`config.mk`:
```
export PLATFORM = sky130hd
export DESIGN_NAME = multiplier_seq
export DESIGN_NICKNAME = d
export VERILOG_FILES = /design/src/rtl/mult_pkg.sv /design/src/rtl/mult_step.sv /design/src/rtl/multiplier_seq.sv
export SDC_FILE = /design/constraint.sdc
export NUM_CORES = 1
export LEC_CHECK = 0
export ABC_CLOCK_PERIOD_IN_PS = 11000
export BUFFER_PORTS_ARGS = -buffer_cell sky130_fd_sc_hd__buf_4
export CORE_UTILIZATION = 23
export DETAILED_ROUTE_END_ITERATION = 16
export MAX_ROUTING_LAYER = met4
export RECOVER_POWER = 100
export SYNTH_ARGS = -nofsm -noshare
export SYNTH_HDL_FRONTEND = slang
export SYNTH_SLANG_ARGS = --single-unit
```
`constraint.sdc`:
```
create_clock -name clk -period 11 [get_ports clk]
set_input_delay 2.75 -clock clk [delete_from_list [all_inputs] [get_ports clk]]
set_output_delay 2.75 -clock clk [all_outputs]
set_load 0.01 [all_outputs]
```
`src/rtl/mult_pkg.sv`:
```
// Shared definitions for the sequential multiplier.
//   STATE_W     : width of the controller state encoding
//   state_t     : controller states IDLE / BUSY / DONE
//   iter_width  : width of an iteration counter able to hold 0..n-1
package mult_pkg;

  localparam int STATE_W = 2;

  typedef enum logic [STATE_W-1:0] {
    IDLE = 2'd0,
    BUSY = 2'd1,
    DONE = 2'd2
  } state_t;

  // A single-iteration configuration still needs a 1-bit counter.
  function automatic int iter_width(input int n);
    return (n > 1) ? $clog2(n) : 1;
  endfunction

endpackage

```
`src/rtl/mult_step.sv`:
```
// One radix-2^STEP iteration of the shift-and-add multiplier (combinational).
//   acc_in  : running 2*WIDTH-bit partial sum
//   a_reg   : registered multiplicand (magnitude)
//   digit   : current STEP-bit digit of the multiplier
//   iter    : iteration index, selects the shift of this partial product
//   acc_out : acc_in + (a_reg * digit) << (iter*STEP)
module mult_step
  import mult_pkg::*;
#(
  parameter int WIDTH = 16,
  parameter int STEP  = 2,
  localparam int N     = WIDTH / STEP,
  localparam int CNT_W = iter_width(N),
  localparam int PW    = 2 * WIDTH
) (
  input  logic [PW-1:0]    acc_in,
  input  logic [WIDTH-1:0] a_reg,
  input  logic [STEP-1:0]  digit,
  input  logic [CNT_W-1:0] iter,
  output logic [PW-1:0]    acc_out
);

  localparam int SH_W = $clog2(PW);

  logic [PW-1:0]   partial;
  logic [SH_W-1:0] shamt;

  always_comb begin
    partial = {{WIDTH{1'b0}}, a_reg} * {{(PW-STEP){1'b0}}, digit};
    shamt   = SH_W'(iter) * SH_W'(STEP);
    acc_out = acc_in + (partial << shamt);
  end

endmodule

```
`src/rtl/multiplier_seq.sv`:
```
// Sequential shift-and-add multiplier retiring STEP multiplier bits per cycle.
// Fixed latency of N = WIDTH/STEP cycles from the accepting edge to out_valid.
//
// Handshake: a transfer happens on a rising edge where valid && ready are both
// high; valid, once raised by the producer side of this block (out_valid), is
// held with product stable until the matching ready is seen.
//
// Ports:
//   clk, rst        : clock, synchronous active-high reset
//   in_valid/ready  : operand handshake (a, b, is_signed)
//   out_valid/ready : result handshake (product, 2*WIDTH bits)
//
// Build option: define MULTIPLIER_SEQ_SIGNED_EN to honour is_signed
// (two's complement operands). Without it is_signed is ignored.
module multiplier_seq
  import mult_pkg::*;
#(
  parameter int WIDTH = 16,
  parameter int STEP  = 2
) (
  input  logic               clk,
  input  logic               rst,
  input  logic               in_valid,
  output logic               in_ready,
  input  logic [WIDTH-1:0]   a,
  input  logic [WIDTH-1:0]   b,
  input  logic               is_signed,
  output logic               out_valid,
  input  logic               out_ready,
  output logic [2*WIDTH-1:0] product
);

  localparam int N     = WIDTH / STEP;
  localparam int CNT_W = iter_width(N);
  localparam int PW    = 2 * WIDTH;

  state_t           state, state_next;
  logic [WIDTH-1:0] a_reg, b_reg;
  logic [WIDTH-1:0] a_mag, b_mag;
  logic [PW-1:0]    acc, acc_next, result;
  logic [CNT_W-1:0] iter;
  logic             accept, last;

  assign accept = in_valid && in_ready;
  assign last   = (state == BUSY) && (iter == CNT_W'(N - 1));

`ifdef MULTIPLIER_SEQ_SIGNED_EN
  logic neg;

  // Magnitudes are taken at acceptance; the unsigned iteration then runs as
  // usual. The most-negative value maps to itself, which is its correct
  // unsigned magnitude.
  always_comb begin
    a_mag = (is_signed && a[WIDTH-1]) ? (~a) + WIDTH'(1) : a;
    b_mag = (is_signed && b[WIDTH-1]) ? (~b) + WIDTH'(1) : b;
  end

  assign result = neg ? (~acc_next) + PW'(1) : acc_next;
`else
  logic unused_is_signed;

  assign unused_is_signed = is_signed;
  assign a_mag  = a;
  assign b_mag  = b;
  assign result = acc_next;
`endif

  mult_step #(
    .WIDTH (WIDTH),
    .STEP  (STEP)
  ) u_step (
    .acc_in  (acc),
    .a_reg   (a_reg),
    .digit   (b_reg[STEP-1:0]),
    .iter    (iter),
    .acc_out (acc_next)
  );

  // State register
  always_ff @(posedge clk) begin
    if (rst) state <= IDLE;
    else     state <= state_next;
  end

  // Next state and handshake outputs
  always_comb begin
    state_next = state;
    in_ready   = 1'b0;
    out_valid  = 1'b0;
    case (state)
      IDLE: begin
        in_ready = 1'b1;
        if (in_valid) state_next = BUSY;
      end
      BUSY: begin
        if (last) state_next = DONE;
      end
      DONE: begin
        out_valid = 1'b1;
        in_ready  = out_ready;
        // Taking the result and new operands on the same edge goes straight
        // back to BUSY.
        if (out_ready) state_next = in_valid ? BUSY : IDLE;
      end
      default: state_next = IDLE;
    endcase
  end

  // Datapath: multiplier digits are consumed from the low end of b_reg.
  always_ff @(posedge clk) begin
    if (rst) begin
      a_reg   <= '0;
      b_reg   <= '0;
      acc     <= '0;
      iter    <= '0;
      product <= '0;
`ifdef MULTIPLIER_SEQ_SIGNED_EN
      neg     <= 1'b0;
`endif
    end else if (accept) begin
      a_reg <= a_mag;
      b_reg <= b_mag;
      acc   <= '0;
      iter  <= '0;
`ifdef MULTIPLIER_SEQ_SIGNED_EN
      neg   <= is_signed && (a[WIDTH-1] ^ b[WIDTH-1]);
`endif
    end else if (state == BUSY) begin
      acc   <= acc_next;
      b_reg <= b_reg >> STEP;
      iter  <= iter + CNT_W'(1);
      if (last) product <= result;
    end
  end

endmodule

```
=== Word-level counts from Yosys, hierarchy flattened ===
Index checks and enable logic that the tools add are counted.

* Register bits: 101
* Input bits: 37
* Output and inout bits: 34
* Word-level logic and storage cells: 33

* Add/sub/neg operators: 2
* $mul: 1
* Equality and inequality tests: 6
* Shift-type cells: 1
* Mux-type cells: 9
* Bitwise logic cells: 1
* Reductions and logical operators: 7

{| class="wikitable"
|+ Operators with widths
! kind !! count
|-
| adder 32 bit || 1
|-
| two-way mux 16 bit || 2
|-
| left shift 18 x 4 -> 32 bit || 1
|-
| multiplier 16 x 2 -> 18 bit || 1
|-
| two-way mux 2 bit || 3
|-
| inequality test 2 bit, second input constant || 3
|-
| case mux 2 bit (3 select lines) || 1
|-
| AND reduction 3 bit || 2
|-
| adder 3 x 1 -> 3 bit, second input constant || 1
|-
| == test 3 bit, second input constant || 1
|-
| == test 2 x 1 -> 1 bit, second input constant || 1
|-
| == test 2 bit, second input constant || 1
|-
| logical AND 1 bit || 2
|-
| logical NOT 2 bit || 1
|-
| two-way mux 1 bit || 2
|-
| case mux 1 bit (2 select lines) || 1
|-
| nonzero test 2 bit || 1
|-
| OR reduction 2 bit || 1
|-
| NOT 1 bit || 1
|}

=== Depth between registers and ports, before layout ===
* Word-level depth: 5
* Gate-level depth with buffers: 24
* Gate-level depth less buffers: 21

=== Modules after synthesis ===
Synthesis repeated with hierarchy kept, for this count alone.

* Cells, all modules: 945
* Area total of the unflattened synthesis: 7,068.0 um^2

{| class="wikitable"
|+ By module, submodules not included
! module !! times used !! cells an instance !! area an instance (um^2) !! seq. area each (um^2)
|-
| multiplier_seq || 1 || 471 || 3,831.2 || 2,021.9
|-
| mult_step || 1 || 474 || 3,236.9 || 0.0
|}

=== Worst setup path before layout ===
OpenSTA, ideal clock, no wires.

* Path type: input -> output
* Start point: in out_ready
* End point: out in_ready
* Arrival: 3.060 ns
* Data required time: 8.250 ns
* Slack: 5.190 ns
* Stages: 2
* Path buffers: 0
* Cells stage by stage: inv_1 a21oi_1

* Longest elaborated chain between the ends: 1

{| class="wikitable"
|+ Ends and longest elaborated chain
! item !! line !! RTL
|-
| start, declared || multiplier_seq.sv:29 || <nowiki>input logic out_ready,</nowiki>
|-
| case mux 1 bit (2 select lines) || multiplier_seq.sv:90 || <nowiki>case (state)</nowiki>
|-
| end, declared || multiplier_seq.sv:24 || <nowiki>output logic in_ready,</nowiki>
|}

No other way between the ends.

=== Worst setup path after layout ===
* Start point: in rst
* End point: reg acc[29]

* Longest elaborated chain between the ends: 1

{| class="wikitable"
|+ Ends and longest elaborated chain
! item !! line !! RTL
|-
| start, declared || multiplier_seq.sv:22 || <nowiki>input logic rst,</nowiki>
|-
| OR reduction 2 bit (no line) || - ||
|-
| end signal, assigned || multiplier_seq.sv:129 || <nowiki>acc <= acc_next;</nowiki>
|-
| end, declared || multiplier_seq.sv:40 || <nowiki>logic [PW-1:0] acc, acc_next, result;</nowiki>
|}

No other way between the ends.
A chain may end at the register's enable or synchronous reset.

==> results.py <==
metrics = {
    "floorplanning": {
        "fp-row-count": 64,
        "die_x_um": 178,
        "die_h_um": 178,
        "boundaryPins": 71,
        "dieArea_um2": 31700,
        "initial_core_util_pct": 23.3,
        "core_um2": 30500,
    },
    "sta": {
        "worstMarginPinSlew_ns": 3.18,
        "setup_slack_ns": 4.20,
        "hold_viol": 0,
        "period_minus_slack_ns": 6.80,
        "holdWs_ns": 0.454,
        "maxSlewViolCount": 108,
        "finalCritPeriodShare_pct": 61.8,
        "max_freq_ghz": 0.147,
        "skew_ns": 0.0103,
        "tns_ns": 0,
        "relSlewSlack_pct": -112,
        "setup_violations": 0,
        "grt_setup_unrepaired": "false",
    },
    "clock_tree": {
        "clkSinkCount": 101,
        "h-tree-depth": 3,
        "cts_tree": "built",
        "cts_buffer_depth": 2,
        "cts_resized": 0,
        "clockRootBuffer": "clkbuf_16",
        "clock_latency_ns": 0.36,
        "clk_pin_slew_ns": 0.07,
        "holdBufCountCts": 0,
        "cts_setup_buffers": 0,
        "cts_buffers": 9,
    },
    "cells_and_area": {
        "diodes": 0,
        "final_area_um2": 8090,
        "final_core_utilization_pct": 26.5,
        "nNetsFinal": 1074,
        "final_cells": 1388,
        "multiInputGateArea_um2": 4780,
        "drive_gt1_share_pct": 7.46,
        "syn_to_final_growth_pct": 13.6,
        "fillers": 3373,
        "reg_top3": "acc x32, product x32",
        "regArea_um2": 2020,
    },
    "synthesis": {
        "syn-instance-count": 962,
        "syn-cell-area_um2": 7120,
        "synth_area_leaders": "dfxtp_1 (28%), nand2_1 (10%), a21oi_1 (9.5%)",
        "synth_top_area_cell": "dfxtp_1",
        "ys_warn_count": 0,
        "ys.flop_type": "dfxtp_1",
        "async_flop_share_pct": 0,
        "synth_cell_types": 66,
        "syn_avg_cell_area_um2": 7.40,
        "synthesis.nets": 1049,
        "post-synth-top-area-fraction_pct": 28.4,
        "yosysSeqAreaShare_pct": 28.4,
        "synth-edff-count": 0,
        "ys_ff_latch": 101,
    },
    "route": {
        "routed_wl_um": 19400,
        "wl_met2_um": 8690,
        "firstDrtPassIters": 5,
        "wl_met3_um": 853,
        "wl_per_cell_um": 14.0,
        "m1WireLength_um": 9660,
        "vias": 6767,
        "vias_per_cell": 4.88,
        "topRoutingLayerUsed": "met4",
        "first_iter_violations": 305,
        "ant_nets": 0,
        "drc": 0,
    },
    "placed_design": {
        "globalplace.congestion": 0.907,
        "hpwl_um": 14400,
        "dp.cells": 1372,
        "port_buffers": 69,
        "placed_area_um2": 7960,
        "place_ws_ns": 4.99,
    },
    "global_routing": {
        "grt_pass1_wl_um": 32200,
        "grt_remaining_overflow": 0,
        "grt_pass1_vias": 6283,
        "grt_usage_pct": 13.0,
        "grt_max_degree": 74,
        "antenna_found_initial": 0,
    },
    "critical_path": {
        "worstPathArrival_ns": 6.97,
        "crit_fanout": 73,
        "endpoint_kind": "register",
        "start_kind": "input pin",
        "required_ns": 11.17,
        "critPathKind": "in2reg",
    },
    "power_and_ir_drop": {
        "p_per_area_nw_per_um2": 101,
        "p_clk_share_pct": 38.7,
        "power.leakage_nw": 3.16,
        "p_sw_share_pct": 28.9,
        "p_int_uw": 582,
        "peakVddDrop_mv": 0.0651,
        "p_total_uw": 818,
        "p_comb_share_pct": 14.3,
        "p_sw_uw": 236,
        "power_frac_seq_pct": 47.1,
    },
    "worst_hold_path": {
        "hp-class": "reg2reg",
    },
    "run_status": {
        "violations": "max-capacitance violations, max-slew violations",
        "status": "complete, but fails checks",
    },
    "job": {
        "cap_violations": 2,
    },
}
-- area by class of cell --
class / instances / area share (%)
Clock buffer: 11 / 3.00
Inverter: 16 / 0.743
Clock inverter: 5 / 0.541
Tap cell: 396 / 6.13
Sequential cell: 101 / 25.0
Timing Repair Buffer: 77 / 5.48
Multi-Input combinational cell: 782 / 59.1
-- worst paths after layout --
| check | slack (ns) | end | startpoint | depth (start not counted) |
|---|---|---|---|---|
| setup / recovery | 4.20 | acc[29] | rst | 6 |
| hold / removal | 0.45 | product[27] | product[27] | 2 |
| setup reg to reg | 4.79 | product[29] | b_reg[0] | 21 |
| hold reg to reg | 0.45 | product[27] | product[27] | 2 |
-- cells in the mapped netlist, types with 3 or more instances --
cell / number
a31oi_1: 6
nor4_1: 4
buf_1: 6
xor2_1: 10
or3_1: 6
a22oi_1: 13
a2111oi_0: 4
o211a_1: 3
nand4_1: 5
and3_1: 7
ha_1: 48
xnor2_1: 28
mux2i_1: 10
o311ai_0: 3
a221oi_1: 3
nor3_1: 17
mux2_2: 7
inv_1: 14
dfxtp_1: 101
o31ai_1: 5
a21oi_1: 135
clkbuf_1: 55
a211oi_1: 13
o21ai_0: 37
o21bai_1: 5
nand2_1: 196
o21a_1: 6
a21o_1: 17
a21boi_0: 3
nor2_1: 53
nor2b_1: 7
a22o_1: 4
a311oi_1: 3
o22ai_1: 3
a221o_1: 3
o211ai_1: 7
and2_1: 38
nand2b_1: 10
nand3b_1: 5
or2_2: 5
nand3_1: 21
-- worst max-delay path: stages --
cell	delay (ns)
clkbuf_1	2.20
nand2b_1	0.27
clkbuf_1	1.26
nor4b_1	0.12
mux2i_1	0.21
o311ai_0	0.13
-- cells by family after synthesis --
group                    share of synthesized area (%)
multiplexers                                      3.14
adder cells (fa/ha/maj)                           9.00
AND/OR/NAND/NOR                                   24.6
XOR/XNOR                                          5.01
AO/OA/AOI/OAI                                     25.6
flip-flops                                        28.4
buffers and inverters                             4.29
-- power groups by stage --
stage / clock network (mW) / logic (mW) / registers, mW
4_1_cts: 0.329 / 0.117 / 0.385
5_1_grt: 0.344 / 0.129 / 0.387
2_1_floorplan: 0 / 0.0848 / 0.389
6_report: 0.316 / 0.117 / 0.385
3_5_place_dp: 0 / 0.117 / 0.394
3_3_place_gp: 0 / 0.116 / 0.393
-- layout by cell type, fill, tap and decap left out, types with 9 or more instances in the layout --
cell type / count
nand2_1: 196
a21oi_1: 135
dfxtp_1: 101
nor2_1: 53
ha_1: 48
buf_4: 41
and2_1: 38
o21ai_0: 37
clkbuf_1: 37
xnor2_1: 28
nand3_1: 21
a21o_1: 17
nor3_1: 17
a211oi_1: 14
inv_1: 14
a22oi_1: 13
mux2i_1: 10
xor2_1: 10
nand2b_1: 9
clkbuf_16: 9
-- metal layers --
layer / global-route usage (%) / up-vias
met5: - / -
met4: 2.99 / 0
li1: - / 3462
met2: 20.4 / 124
met3: 2.44 / 16
met1: 17.1 / 3165
No activity file was read; power rests on OpenSTA's default activity.
